==> config.mk <==
export PLATFORM = sky130hd
export DESIGN_NAME = onehot_bcd_accum_flat
export DESIGN_NICKNAME = d
export VERILOG_FILES = /design/src/rtl/onehot_bcd_accum_pkg.sv /design/src/rtl/onehot_bcd_accum_if.sv /design/src/rtl/onehot_bcd_accum_digit.sv /design/src/rtl/onehot_bcd_accum.sv /design/src/flat_wrapper.sv
export SDC_FILE = /design/constraint.sdc
export NUM_CORES = 1
export LEC_CHECK = 0
export ABC_AREA = 1
export BUFFER_PORTS_ARGS = -buffer_cell sky130_fd_sc_hd__buf_2
export CORE_UTILIZATION = 60
export DETAILED_ROUTE_END_ITERATION = 16
export PLACE_DENSITY = 0.83
export SLEW_MARGIN = 20
export SYNTH_ARGS = -nofsm -noshare
export SYNTH_HDL_FRONTEND = slang
export SYNTH_SLANG_ARGS = --single-unit
export TNS_END_PERCENT = 100
==> constraint.sdc <==
create_clock -name clk -period 2.9 [get_ports clk]
set_input_delay 0.145 -clock clk [delete_from_list [all_inputs] [get_ports clk]]
set_output_delay 0.145 -clock clk [all_outputs]
set_load 0.03 [all_outputs]
==> src/rtl/onehot_bcd_accum_pkg.sv <==
// onehot_bcd_pkg: shared widths, FSM state type and one-hot check for the BCD key accumulator
package onehot_bcd_pkg;
  localparam int KEY_W = 10;
  localparam int DIGIT_W = 4;
  typedef enum logic [1:0] {IDLE, DEBOUNCE, HELD} state_t;
  function automatic logic onehot_is_valid(input logic [KEY_W-1:0] k);
    return (k != '0) && ((k & (k - 1'b1)) == '0);
  endfunction
endpackage

==> src/rtl/onehot_bcd_accum_if.sv <==
// onehot_bcd_accum_if: key input and BCD accumulator outputs between keypad front end and consumer
interface onehot_bcd_accum_if #(parameter int DIGITS = 4);
  import onehot_bcd_pkg::*;
  logic                         clr;
  logic [KEY_W-1:0]             key_in;
  logic                         digit_valid;
  logic [DIGIT_W-1:0]           digit_out;
  logic [DIGIT_W*DIGITS-1:0]    bcd_out;
  logic [$clog2(DIGITS+1)-1:0]  count_out;
  logic                         full;
  logic                         err;
  logic                         ovf;
  modport master (output clr, key_in, input digit_valid, digit_out, bcd_out, count_out, full, err, ovf);
  modport slave (input clr, key_in, output digit_valid, digit_out, bcd_out, count_out, full, err, ovf);
endinterface

==> src/rtl/onehot_bcd_accum_digit.sv <==
// onehot_bcd_digit: combinational one-hot decimal key to BCD encoder with one-hot-valid flag
module onehot_bcd_digit
  import onehot_bcd_pkg::*;
(
  input  logic [KEY_W-1:0]   i_key,
  output logic [DIGIT_W-1:0] o_digit,
  output logic               o_valid
);
  always_comb begin
    o_digit = '0;
    for (int i = 0; i < KEY_W; i++) if (i_key[i]) o_digit = o_digit | DIGIT_W'(i);
  end
  assign o_valid = onehot_is_valid(i_key);
endmodule

==> src/rtl/onehot_bcd_accum.sv <==
// onehot_bcd_accum: debounced one-hot key capture shifting BCD digits into a multi-digit accumulator.
// Define ONEHOT_BCD_ROLL_EN to discard the oldest digit instead of the new one when full.
module onehot_bcd_accum
  import onehot_bcd_pkg::*;
#(
  parameter int DIGITS = 4,
  parameter int STABLE_CYCLES = 3
) (
  input logic clk,
  input logic rst_n,
  onehot_bcd_accum_if.slave bus
);
  localparam int BW = DIGIT_W * DIGITS;
  localparam int CW = $clog2(DIGITS + 1);
`ifdef ONEHOT_BCD_ROLL_EN
  localparam bit ROLL = 1'b1;
`else
  localparam bit ROLL = 1'b0;
`endif
  state_t             r_state, w_state_nx;
  logic [7:0]         r_cnt, w_cnt_nx;
  logic [KEY_W-1:0]   r_key_q, w_key_nx;
  logic               w_accept;
  logic [BW-1:0]      r_bcd;
  logic [CW-1:0]      r_count;
  logic [DIGIT_W-1:0] r_digit, w_digit;
  logic               r_dv, r_err, r_ovf, w_valid, w_full;

  onehot_bcd_digit u_enc (.i_key(bus.key_in), .o_digit(w_digit), .o_valid(w_valid));

  always_comb begin
    w_state_nx = r_state;
    w_cnt_nx = r_cnt;
    w_key_nx = r_key_q;
    w_accept = 1'b0;
    case (r_state)
      IDLE: if (bus.key_in != '0) begin
        w_key_nx = bus.key_in;
        w_cnt_nx = 8'd1;
        w_accept = (STABLE_CYCLES == 1);
        w_state_nx = w_accept ? HELD : DEBOUNCE;
      end
      DEBOUNCE: if (bus.key_in == '0) begin
        w_state_nx = IDLE;
        w_cnt_nx = 8'd0;
      end else if (bus.key_in == r_key_q) begin
        w_cnt_nx = r_cnt + 8'd1;
        w_accept = (w_cnt_nx == 8'(STABLE_CYCLES));
        w_state_nx = w_accept ? HELD : DEBOUNCE;
      end else begin
        w_key_nx = bus.key_in;
        w_cnt_nx = 8'd1;
      end
      HELD: if (bus.key_in == '0) begin
        w_state_nx = IDLE;
        w_cnt_nx = 8'd0;
      end
      default: w_state_nx = IDLE;
    endcase
  end

  assign w_full = (r_count == CW'(DIGITS));

  always_ff @(posedge clk or negedge rst_n) begin
    if (!rst_n) begin
      r_state <= IDLE;
      r_cnt <= '0;
      r_key_q <= '0;
      r_bcd <= '0;
      r_count <= '0;
      r_digit <= '0;
      r_dv <= 1'b0;
      r_err <= 1'b0;
      r_ovf <= 1'b0;
    end else begin
      r_state <= w_state_nx;
      r_cnt <= w_cnt_nx;
      r_key_q <= w_key_nx;
      r_dv <= 1'b0;
      r_err <= 1'b0;
      r_ovf <= 1'b0;
      // clr overrides an acceptance on the same edge
      if (bus.clr) begin
        r_bcd <= '0;
        r_count <= '0;
      end else if (w_accept && !w_valid) begin
        r_err <= 1'b1;
      end else if (w_accept) begin
        r_digit <= w_digit;
        r_dv <= 1'b1;
        r_ovf <= w_full;
        if (!w_full || ROLL) r_bcd <= (r_bcd << DIGIT_W) | BW'(w_digit);
        if (!w_full) r_count <= r_count + 1'b1;
      end
    end
  end

  assign bus.digit_valid = r_dv;
  assign bus.digit_out = r_digit;
  assign bus.bcd_out = r_bcd;
  assign bus.count_out = r_count;
  assign bus.full = w_full;
  assign bus.err = r_err;
  assign bus.ovf = r_ovf;
endmodule

==> src/flat_wrapper.sv <==
// flat-port wrapper written by rule: the top's interface ports become plain ports
module onehot_bcd_accum_flat import onehot_bcd_pkg::*;
#(
  parameter int DIGITS = 4,
  parameter int STABLE_CYCLES = 3
)
  (clk, rst_n, bus_clr, bus_key_in, bus_digit_valid, bus_digit_out, bus_bcd_out, bus_count_out, bus_full, bus_err, bus_ovf);
  onehot_bcd_accum_if #(.DIGITS(DIGITS)) bus_i ();
  input logic clk;
  input logic rst_n;
  input wire logic [$bits(bus_i.clr)-1:0] bus_clr;
  input wire logic [$bits(bus_i.key_in)-1:0] bus_key_in;
  output wire logic [$bits(bus_i.digit_valid)-1:0] bus_digit_valid;
  output wire logic [$bits(bus_i.digit_out)-1:0] bus_digit_out;
  output wire logic [$bits(bus_i.bcd_out)-1:0] bus_bcd_out;
  output wire logic [$bits(bus_i.count_out)-1:0] bus_count_out;
  output wire logic [$bits(bus_i.full)-1:0] bus_full;
  output wire logic [$bits(bus_i.err)-1:0] bus_err;
  output wire logic [$bits(bus_i.ovf)-1:0] bus_ovf;
  assign bus_i.clr = bus_clr;
  assign bus_i.key_in = bus_key_in;
  assign bus_digit_valid = bus_i.digit_valid;
  assign bus_digit_out = bus_i.digit_out;
  assign bus_bcd_out = bus_i.bcd_out;
  assign bus_count_out = bus_i.count_out;
  assign bus_full = bus_i.full;
  assign bus_err = bus_i.err;
  assign bus_ovf = bus_i.ovf;
  onehot_bcd_accum #(.DIGITS(DIGITS), .STABLE_CYCLES(STABLE_CYCLES)) u_core (.clk(clk), .rst_n(rst_n), .bus(bus_i));
endmodule
# Yosys cells after proc, flatten, opt, wreduce, memory -nomap -nowiden
# Cells that the tools add are included.
dict set report totals {
  regBits 46
  in_bits 13
  output_inout_bits 27
}
dict set report op_classes {
  addsub 3
  eq_ne 12
  n_mux 43
  bitwise_logic 4
  reduce_logical 15
}
# cell n
set ops {}
lappend ops {{16-bit two-way mux} 4}
lappend ops {{8-bit two-way mux} 4}
lappend ops {{10-bit two-way mux} 3}
lappend ops {{3-bit two-way mux} 8}
lappend ops {{8-bit case mux with 3 select lines} 1}
lappend ops {{10-bit logical NOT} 2}
lappend ops {{10-bit case mux with 2 select lines} 1}
lappend ops {{16-bit by 4-bit bitwise OR with 16-bit output} 1}
lappend ops {{2-bit two-way mux} 7}
lappend ops {{1-bit two-way mux} 12}
lappend ops {{3-bit AND reduction} 4}
lappend ops {{10-bit bitwise AND} 1}
lappend ops {{10-bit == test} 1}
lappend ops {{10-bit nonzero test} 1}
lappend ops {{10-bit by 1-bit subtractor with 10-bit output, second input constant} 1}
lappend ops {{8-bit by 1-bit adder with 8-bit output, second input constant} 1}
lappend ops {{8-bit by 2-bit == test with 1-bit output, second input constant} 1}
lappend ops {{4-bit two-way mux} 2}
lappend ops {{2-bit inequality test, second input constant} 4}
lappend ops {{2-bit case mux with 3 select lines} 1}
lappend ops {{2-bit by 1-bit inequality test with 1-bit output, second input constant} 2}
lappend ops {{4-bit AND reduction} 1}
lappend ops {{2-bit nonzero test} 2}
lappend ops {{3-bit by 1-bit adder with 3-bit output, second input constant} 1}
lappend ops {{other kinds (9)} 11}

# Longest topological paths before layout
# Gate-level depths: netlist (run 1).
dict set report depth {
  ltp_word 14
  depth_mapped 13
  ltp_nobuf 12
}

# Modules after synthesis
# A second synthesis (run 1) with hierarchy kept.
dict set report hier_totals {
  hier_cells 338
  hier_area_um2 2630.0
}
# mod instances cells_each area_per_inst_um2 seq_area_each_um2
set modules_own_cells {}
lappend modules_own_cells {onehot_bcd_accum 1 303 2468.6 1151.1}
lappend modules_own_cells {onehot_bcd_digit 1 35 161.4 0.0}

# Worst setup path before layout (run 1)
# OpenSTA, ideal clock, no wires.
dict set report synth_timing {
  path_type {flip-flop to flip-flop}
  from {reg u_core.r_cnt[1]}
  to {reg u_core.r_bcd[11], in the netlist u_core.bus.bcd_out[11]}
  setup_ns 0.118
  t_arrival_ns 1.659
  t_required_ns 2.782
  setup_slack_ns 1.122
  stages_incl_launch_ff 12
  path_buffers 1
  period_less_slack_ns 1.778
  path_cell_list {dfrtp_1 ha_1 nand3_1 o21ai_0 nand2_1 nor2_1 nand2_2 nor2_8 nand2_4 buf_6 nand2_2 o21ai_2}
}
dict set report synth_via {
  elab_chain_len 8
}
# element line_no
set synth_lines {}
lappend synth_lines {{start, declared} onehot_bcd_accum.sv:21} ;# logic [7:0] r_cnt, w_cnt_nx;
lappend synth_lines {{start signal, assigned} onehot_bcd_accum.sv:77} ;# r_cnt <= w_cnt_nx;
lappend synth_lines {{8-bit by 1-bit adder with 8-bit output *} onehot_bcd_accum.sv:47} ;# w_cnt_nx = r_cnt + 8'd1;
lappend synth_lines {{8-bit by 2-bit == test with 1-bit output *} onehot_bcd_accum.sv:48} ;# w_accept = (w_cnt_nx == 8'(STABLE_CYCLES));
lappend synth_lines {{1-bit two-way mux *} onehot_bcd_accum.sv:46} ;# end else if (bus.key_in == r_key_q) begin
lappend synth_lines {{1-bit two-way mux *} onehot_bcd_accum.sv:43} ;# DEBOUNCE: if (bus.key_in == '0) begin
lappend synth_lines {{1-bit two-way mux *} --}
lappend synth_lines {{1-bit logical AND} onehot_bcd_accum.sv:86} ;# end else if (w_accept && !w_valid) begin
lappend synth_lines {{2-bit inequality test (no line)} --}
lappend synth_lines {{3-bit AND reduction (no line) *} --}
lappend synth_lines {{end signal, assigned} onehot_bcd_accum.sv:92} ;# if (!w_full || ROLL) r_bcd <= (r_bcd << DIGIT_W) | BW'(w_digit);
lappend synth_lines {{end, declared} onehot_bcd_accum.sv:24} ;# logic [BW-1:0] r_bcd;
# Every way passes the cells marked *; elsewhere a longest branch is shown, timed or not.
# A chain may end at the register's enable or synchronous reset.

# Final worst setup path (run 1)
dict set report layout_timing {
  from {reg u_core.r_cnt[1]}
  to {reg u_core.r_bcd[10], in the netlist u_core.bus.bcd_out[10]}
}
# Same word-level chain as after synthesis.

==> impl_metrics.toml, run 1 <==
[route]
wl_microns = 5648
first_iter_violations = 207
drc_errors = 0
drt-wirelength-per-cell_microns = 12.41
drt_pass1_iterations = 4
drtAntennaViolNets = 0
viasPerCell = 5.279
via_count = 2402

[global_route]
grt.met3_usage_pct = 3.488
track_usage_pct = 25.42
grt_overflow = 0
grt_util_met1_pct = 32.72
grt_max_degree = 47
grt_pass1_vias = 2233
grt.busiest_layer = "met2"
met2_usage_pct = 44.23
antenna_found_initial = 0
grt_pass1_wl_microns = 9811

[yosys]
yosys.area_share.adder_pct = 3.663
async_flop_share_pct = 100.0
postSynthCellCount = 362
synth_seq_cells = 46
synthesis.area_sq_um = 2733
synth-compound-area-share_pct = 9.432
synth_area_leaders = "dfrtp_1, nand2_1, inv_1, nand3_1, nor2_1"
ys_top_cells_by_count = "nand2_1, inv_1, dfrtp_1"
synth_nets = 383
synth.distinct_cells = 33
yosys_warnings = 0
synth-simple-area-share_pct = 34.48
syn_area_per_cell_sq_um = 7.549
synth_edf_count = 0
synth_top_area_share_pct = 42.12
yosys.cell_count.top_type = "nand2_1"
yosysSeqAreaShare_pct = 42.12
synth-xor-area-share_pct = 0.9615
synth_mux_area_share_pct = 0
ys.flop_type = "dfrtp_1"
yosys.area.top_type = "dfrtp_1"
synth_top_family_by_area = "simple AND/OR/NAND/NOR gates"

[final_layout]
seq_area_sq_um = 1151
fin_nets = 423
fin_cells = 455
fill_cells = 375
multi_input_area_sq_um = 1326
n_antenna_cell = 0
drive_gt1_share_pct = 19.60
area_delta_synth_final_pct = 11.86

[clock_network]
path_clk_slew_ns = 0.10
h-tree-depth = 2
cts_resized = 0
clkSinkCount = 46
numCtsBuffers = 5
cts-root-buf = "clkbuf_8"
tritoncts = "done"
ctsLongestPathBuffers = 2
clk_latency_ns = 0.31

[timing]
tightest_slew_ns = 0.5775
hold_viol = 0
min_period_over_period_pct = 73.91
rsz0062_at_grt = "no"
slew_viol_final = 0
finalSetupViolCount = 0
fmax_mhz = 466.5
setup-tns-final_ns = 0
layout_setup_ws_ns = 0.7565
finalClockSkew_ns = 0.006462
finalCriticalPeriod_ns = 2.144
slew-limit-headroom_pct = 61.50

[placement]
portBuffers = 39
pre_cts_ws_ns = 0.7883
dpl.cell_count = 446
gp_congestion = 0.8889
hpwl_microns = 3999

[setup_path]
max_stage_delay_ns = 0.42
worst_setup_path_start_kind = "flip-flop"
crit_top_cell = "nand2_1"
critPathSlowestCell = "dfrtp_1"
crit_family = "simple AND/OR/NAND/NOR gates"
arrival_ns = 2.34
crit_buf_inv = 0
worstPathCellList = "ha_1 > nand3_1 > o21ai_0 > nand2_1 > nor2_1 > nand2_2 > nor2_8 > nand2_4 > nand2_1 > o21ai_2"
endpoint_kind = "flip-flop"
crit_type = "reg2reg"
required_ns = 3.10
path_max_fanout = 27

[power_and_ir_drop]
cellPowerDensity_nw_per_um2 = 383.1
p_leak_nw = 1.774
vdd_drop_max_uv = 280.0

[run_status]
status = "finished clean"

[floorplanning]
die_area_sq_um = 4828
rows = 24
coreArea_sq_um = 4354
die_w_microns = 69.49
start_util_pct = 62.76
io_pins = 40
die_h_microns = 69.49

[run]
drv_cap = 0

[worst_hold_path]
hold_path_class = "in2reg"
-- through the flow --
| stage | instance area, sq um | hold WS (ns) | util (%) | total power [W] |
|---|---|---|---|---|
| after floorplan | 2733 | -0.1506 | - | 0.0007201 |
| after global placement | 2952 | 0.3626 | 67.79 | 0.0007592 |
| after detailed placement | 2952 | 0.3811 | 67.79 | 0.0007625 |
| after CTS | 3044 | 0.04334 | 69.91 | 0.001173 |
| after global routing | 3057 | 0.1352 | 70.20 | 0.001215 |
| final | 3057 | 0.1046 | 70.20 | 0.001171 |
-- what timing repair did --
item	4_1_cts	5_1_grt
hold buffers	0	1
buffers inserted	0	0
endpoints found under the hold margin	0	46
-- sequential cells by signal, summed over array words and instances (netlist names) --
name	count
u_core.bus.bcd_out	16
u_core.r_key_q	10
u_core.r_cnt	8
u_core.bus.digit_out	4
u_core.bus.count_out	3
u_core.r_state	2
u_core.bus.digit_valid	1
u_core.bus.err	1
u_core.bus.ovf	1
-- final timing paths --
path / cells past startpoint / endpoint / startpoint / slack [ns]
setup / recovery: 10 / u_core.bus.bcd_out[10] / u_core.r_cnt[1] / 0.76
hold / removal: 3 / u_core.r_key_q[8] / bus_key_in[8] / 0.10
setup reg to reg: 10 / u_core.bus.bcd_out[10] / u_core.r_cnt[1] / 0.76
hold reg to reg: 2 / u_core.bus.digit_out[1] / u_core.bus.digit_out[1] / 0.47
max in group asynchronous: 2 / u_core.r_key_q[4] / rst_n / 2.14
min in group asynchronous: 2 / u_core.bus.count_out[2] / rst_n / 0.38
-- final cells by class --
cell class	count	share of cell area, %
Clock buffer	5	2.251
Multi-Input combinational cell	254	43.39
Inverter	53	6.508
Sequential cell	46	37.66
Tap cell	52	2.129
Clock inverter	3	0.7777
Timing Repair Buffer	42	7.286
-- kinds of logic after synthesis --
kind of cell | count (synthesis)
buffers and inverters | 62
adder cells (fa/ha/maj) | 8
flip-flops | 46
AO/OA/AOI/OAI | 41
AND/OR/NAND/NOR | 202
XOR/XNOR | 3
-- cells in the final DEF (no fill, tap or decap), types with 2 or more instances in the layout --
master | synthesis | layout
clkinvlp_4 | 0 | 2
o21ai_1 | 4 | 4
nand2_1 | 107 | 107
a21oi_1 | 2 | 2
nor2_1 | 33 | 33
o21ai_2 | 8 | 8
nor2_4 | 4 | 4
nand3_1 | 28 | 28
buf_2 | 0 | 38
clkbuf_8 | 0 | 5
o21ai_0 | 22 | 22
xnor2_1 | 2 | 2
a21boi_0 | 3 | 3
inv_2 | 3 | 3
nand4_1 | 13 | 13
inv_1 | 50 | 50
nand2_4 | 2 | 2
dfrtp_1 | 46 | 46
nand2_2 | 4 | 4
ha_1 | 8 | 8
buf_4 | 2 | 3
nor2_2 | 3 | 3
-- worst min-delay path, cell delays in order --
cell     delay [ns]
buf_2          0.12
nand2_1        0.06
o21ai_0        0.06
-- power by group --
group          leakage (nW)  switching, W  internal [W]  total [W]
sequential            0.609    0.00000478      0.000649   0.000654
combinational          1.12     0.0000665     0.0000299  0.0000964
clock                0.0408      0.000248      0.000173   0.000420
total                  1.77      0.000319      0.000852    0.00117
-- metal layers --
metal | wire, microns | share of wire [%]
met4 | 75 | 1.3
met2 | 2850 | 50
met5 | 0 | 0
met3 | 281 | 5.0
met1 | 2439 | 43
(Power assumes the default switching activity.)
==> inputs of run 2 (changes only) <==
--- a/config.mk
+++ b/config.mk
@@ -7,9 +7,9 @@
 export LEC_CHECK = 0
 export ABC_AREA = 1
 export BUFFER_PORTS_ARGS = -buffer_cell sky130_fd_sc_hd__buf_2
-export CORE_UTILIZATION = 60
+export CORE_UTILIZATION = 52
 export DETAILED_ROUTE_END_ITERATION = 16
-export PLACE_DENSITY = 0.83
+export PLACE_DENSITY = 0.77
 export SLEW_MARGIN = 20
 export SYNTH_ARGS = -nofsm -noshare
 export SYNTH_HDL_FRONTEND = slang
==> constraint.sdc (replaced) <==
create_clock -name clk -period 1.8 [get_ports clk]
set_input_delay 0.09 -clock clk [delete_from_list [all_inputs] [get_ports clk]]
set_output_delay 0.09 -clock clk [all_outputs]
set_load 0.03 [all_outputs]
==> impl_metrics.toml, run 2 (synthesized netlist as in run 1, its figures left out) <==
[placement]
portBuffers = 39
gp_congestion = 0.8545
hpwl_microns = 4278
dpl.cell_count = 476
placed_area_sq_um = 3077

[route]
drt_pass1_iterations = 4
wl_microns = 6358
drc_errors = 0
via_count = 2518
viasPerCell = 5.087
drt-wirelength-per-cell_microns = 12.84
first_iter_violations = 170
drtAntennaViolNets = 0

[final_layout]
final_cell_mix = "nand2_1, inv_1, dfrtp_1"
n_antenna_cell = 0
fin_nets = 445
final_common_cell = "nand2_1"
drive_gt1_share_pct = 31.53
fin_cells = 495
largest_reg_flops = 16
finalInstanceArea_sq_um = 3486
area_delta_synth_final_pct = 27.56

[clock_network]
clkSinkCount = 46
h-tree-depth = 2
tritoncts = "done"
cts-root-buf = "clkbuf_8"
path_clk_slew_ns = 0.09
numCtsBuffers = 5
clk_latency_ns = 0.30
ctsLongestPathBuffers = 2

[floorplanning]
die_area_sq_um = 5549
coreArea_sq_um = 5075
io_pins = 40
die_h_microns = 74.49
rows = 26
start_util_pct = 53.85
die_w_microns = 74.49

[worst_hold_path]
hold_path_class = "in2reg"

[setup_path]
arrival_ns = 2.05
max_stage_delay_ns = 0.43
endpoint_kind = "flip-flop"
crit_type = "reg2reg"
worst_setup_path_start_kind = "flip-flop"
required_ns = 2.00
path_max_fanout = 7
worstPathCellList = "buf_6 > nand2_4 > nor2_4 > nand2_1 > nand2_1 > nand2_1 > nor2_2 > nand2_2 > nor2_8 > buf_12 > nand2_4 > nand2_2 > o21ai_2"
r2r_slack_ns = -0.05
crit_top_cell = "nand2_1"
critPathSlowestCell = "dfrtp_1"
crit_buf_inv = 2
crit_family = "simple AND/OR/NAND/NOR gates"

[power_and_ir_drop]
p_sw_w = 0.0004750
p_comb_share_pct = 8.4
swShare_pct = 23.94
vdd_drop_max_uv = 322.9
p_seq_share_pct = 53.1
p_clk_share_pct = 38.5
finalPower_w = 0.001984
p_int_w = 0.001509
p_leak_nw = 1.938
cellPowerDensity_nw_per_um2 = 569.2

[timing]
hold_viol = 0
fin_hold_ws_ns = 0.05650
finalCriticalPeriod_ns = 1.854
layout_setup_ws_ns = -0.05399
fmax_mhz = 539.4
slew-limit-headroom_pct = 66.62
finalClockSkew_ns = 0.005346
min_period_over_period_pct = 103.0
rsz0062_at_grt = "yes"
finalSetupViolCount = 22
slew_viol_final = 0
tightest_slew_ns = 0.5001
setup-tns-final_ns = -0.6498

[run]
drv_cap = 0

[global_route]
track_usage_pct = 23.97
grt_overflow = 0
grt_pass1_vias = 2307
antenna_found_initial = 0
grt_pass1_wl_microns = 10290
grt_max_degree = 28

[run_status]
failed_checks = "negative setup slack"
status = "finished with violations"
run 2: cell count changes in the layout (fill, tap and decap cells not counted), sizes merged:
cell / delta
clkinvlp: -2
inv: -1
clkinv: +2
buf: +19
bufinv: +1
nand2: +3
run 2: final timing paths:
kind                                    startpoint                      end  cells past startpoint
setup / recovery                   u_core.r_cnt[1]    u_core.bus.bcd_out[8]                     13
hold / removal                             bus_clr           u_core.bus.err                      2
setup reg to reg                   u_core.r_cnt[1]    u_core.bus.bcd_out[8]                     13
hold reg to reg            u_core.bus.digit_out[2]  u_core.bus.digit_out[2]                      2
max in group asynchronous                    rst_n          u_core.r_cnt[0]                      3
min in group asynchronous                    rst_n           u_core.bus.ovf                      2
run 2: layout make-up:
class	instances	area, sq um
tap	70	87.58
multi-input combinational	257	1535
clock buffer	5	68.82
inverter	53	198.9
clock inverter	3	40.04
sequential	46	1152
fill	391	1589
timing repair buffer	61	402.9
run 2: power by group through the flow:
stage	registers, W	logic, W	clock network [W]
2_1_floorplan	0.00107	0.0000872	0
3_3_place_gp	0.00107	0.000158	0
3_5_place_dp	0.00107	0.000160	0
4_1_cts	0.00105	0.000165	0.000785
5_1_grt	0.00106	0.000190	0.000831
6_report	0.00105	0.000167	0.000764
run 2: repair_timing:
action / CTS / global route
endpoints found under the setup margin: 24 / 31
pin swaps: 3 / 11
endpoints found under the hold margin: 19 / 0
resized for setup: 12 / 39
cloned: 3 / 1
hold buffers: 1 / 0
setup buffers: 5 / 1
run 2: layer usage:
metal  track usage [%]  routed length, microns
met5                 0                       0
met4             5.660                      91
met3             4.065                     241
met2             40.94                    3186
met1             31.76                    2839
run 2: stage by stage:
stage	setup slack, ns	utilization, %
after floorplan	0.02245	-
after global placement	-0.02335	60.63
after detailed placement	-0.1006	60.63
after CTS	0.01690	65.56
after global routing	-0.1891	68.69
final	-0.05399	68.69
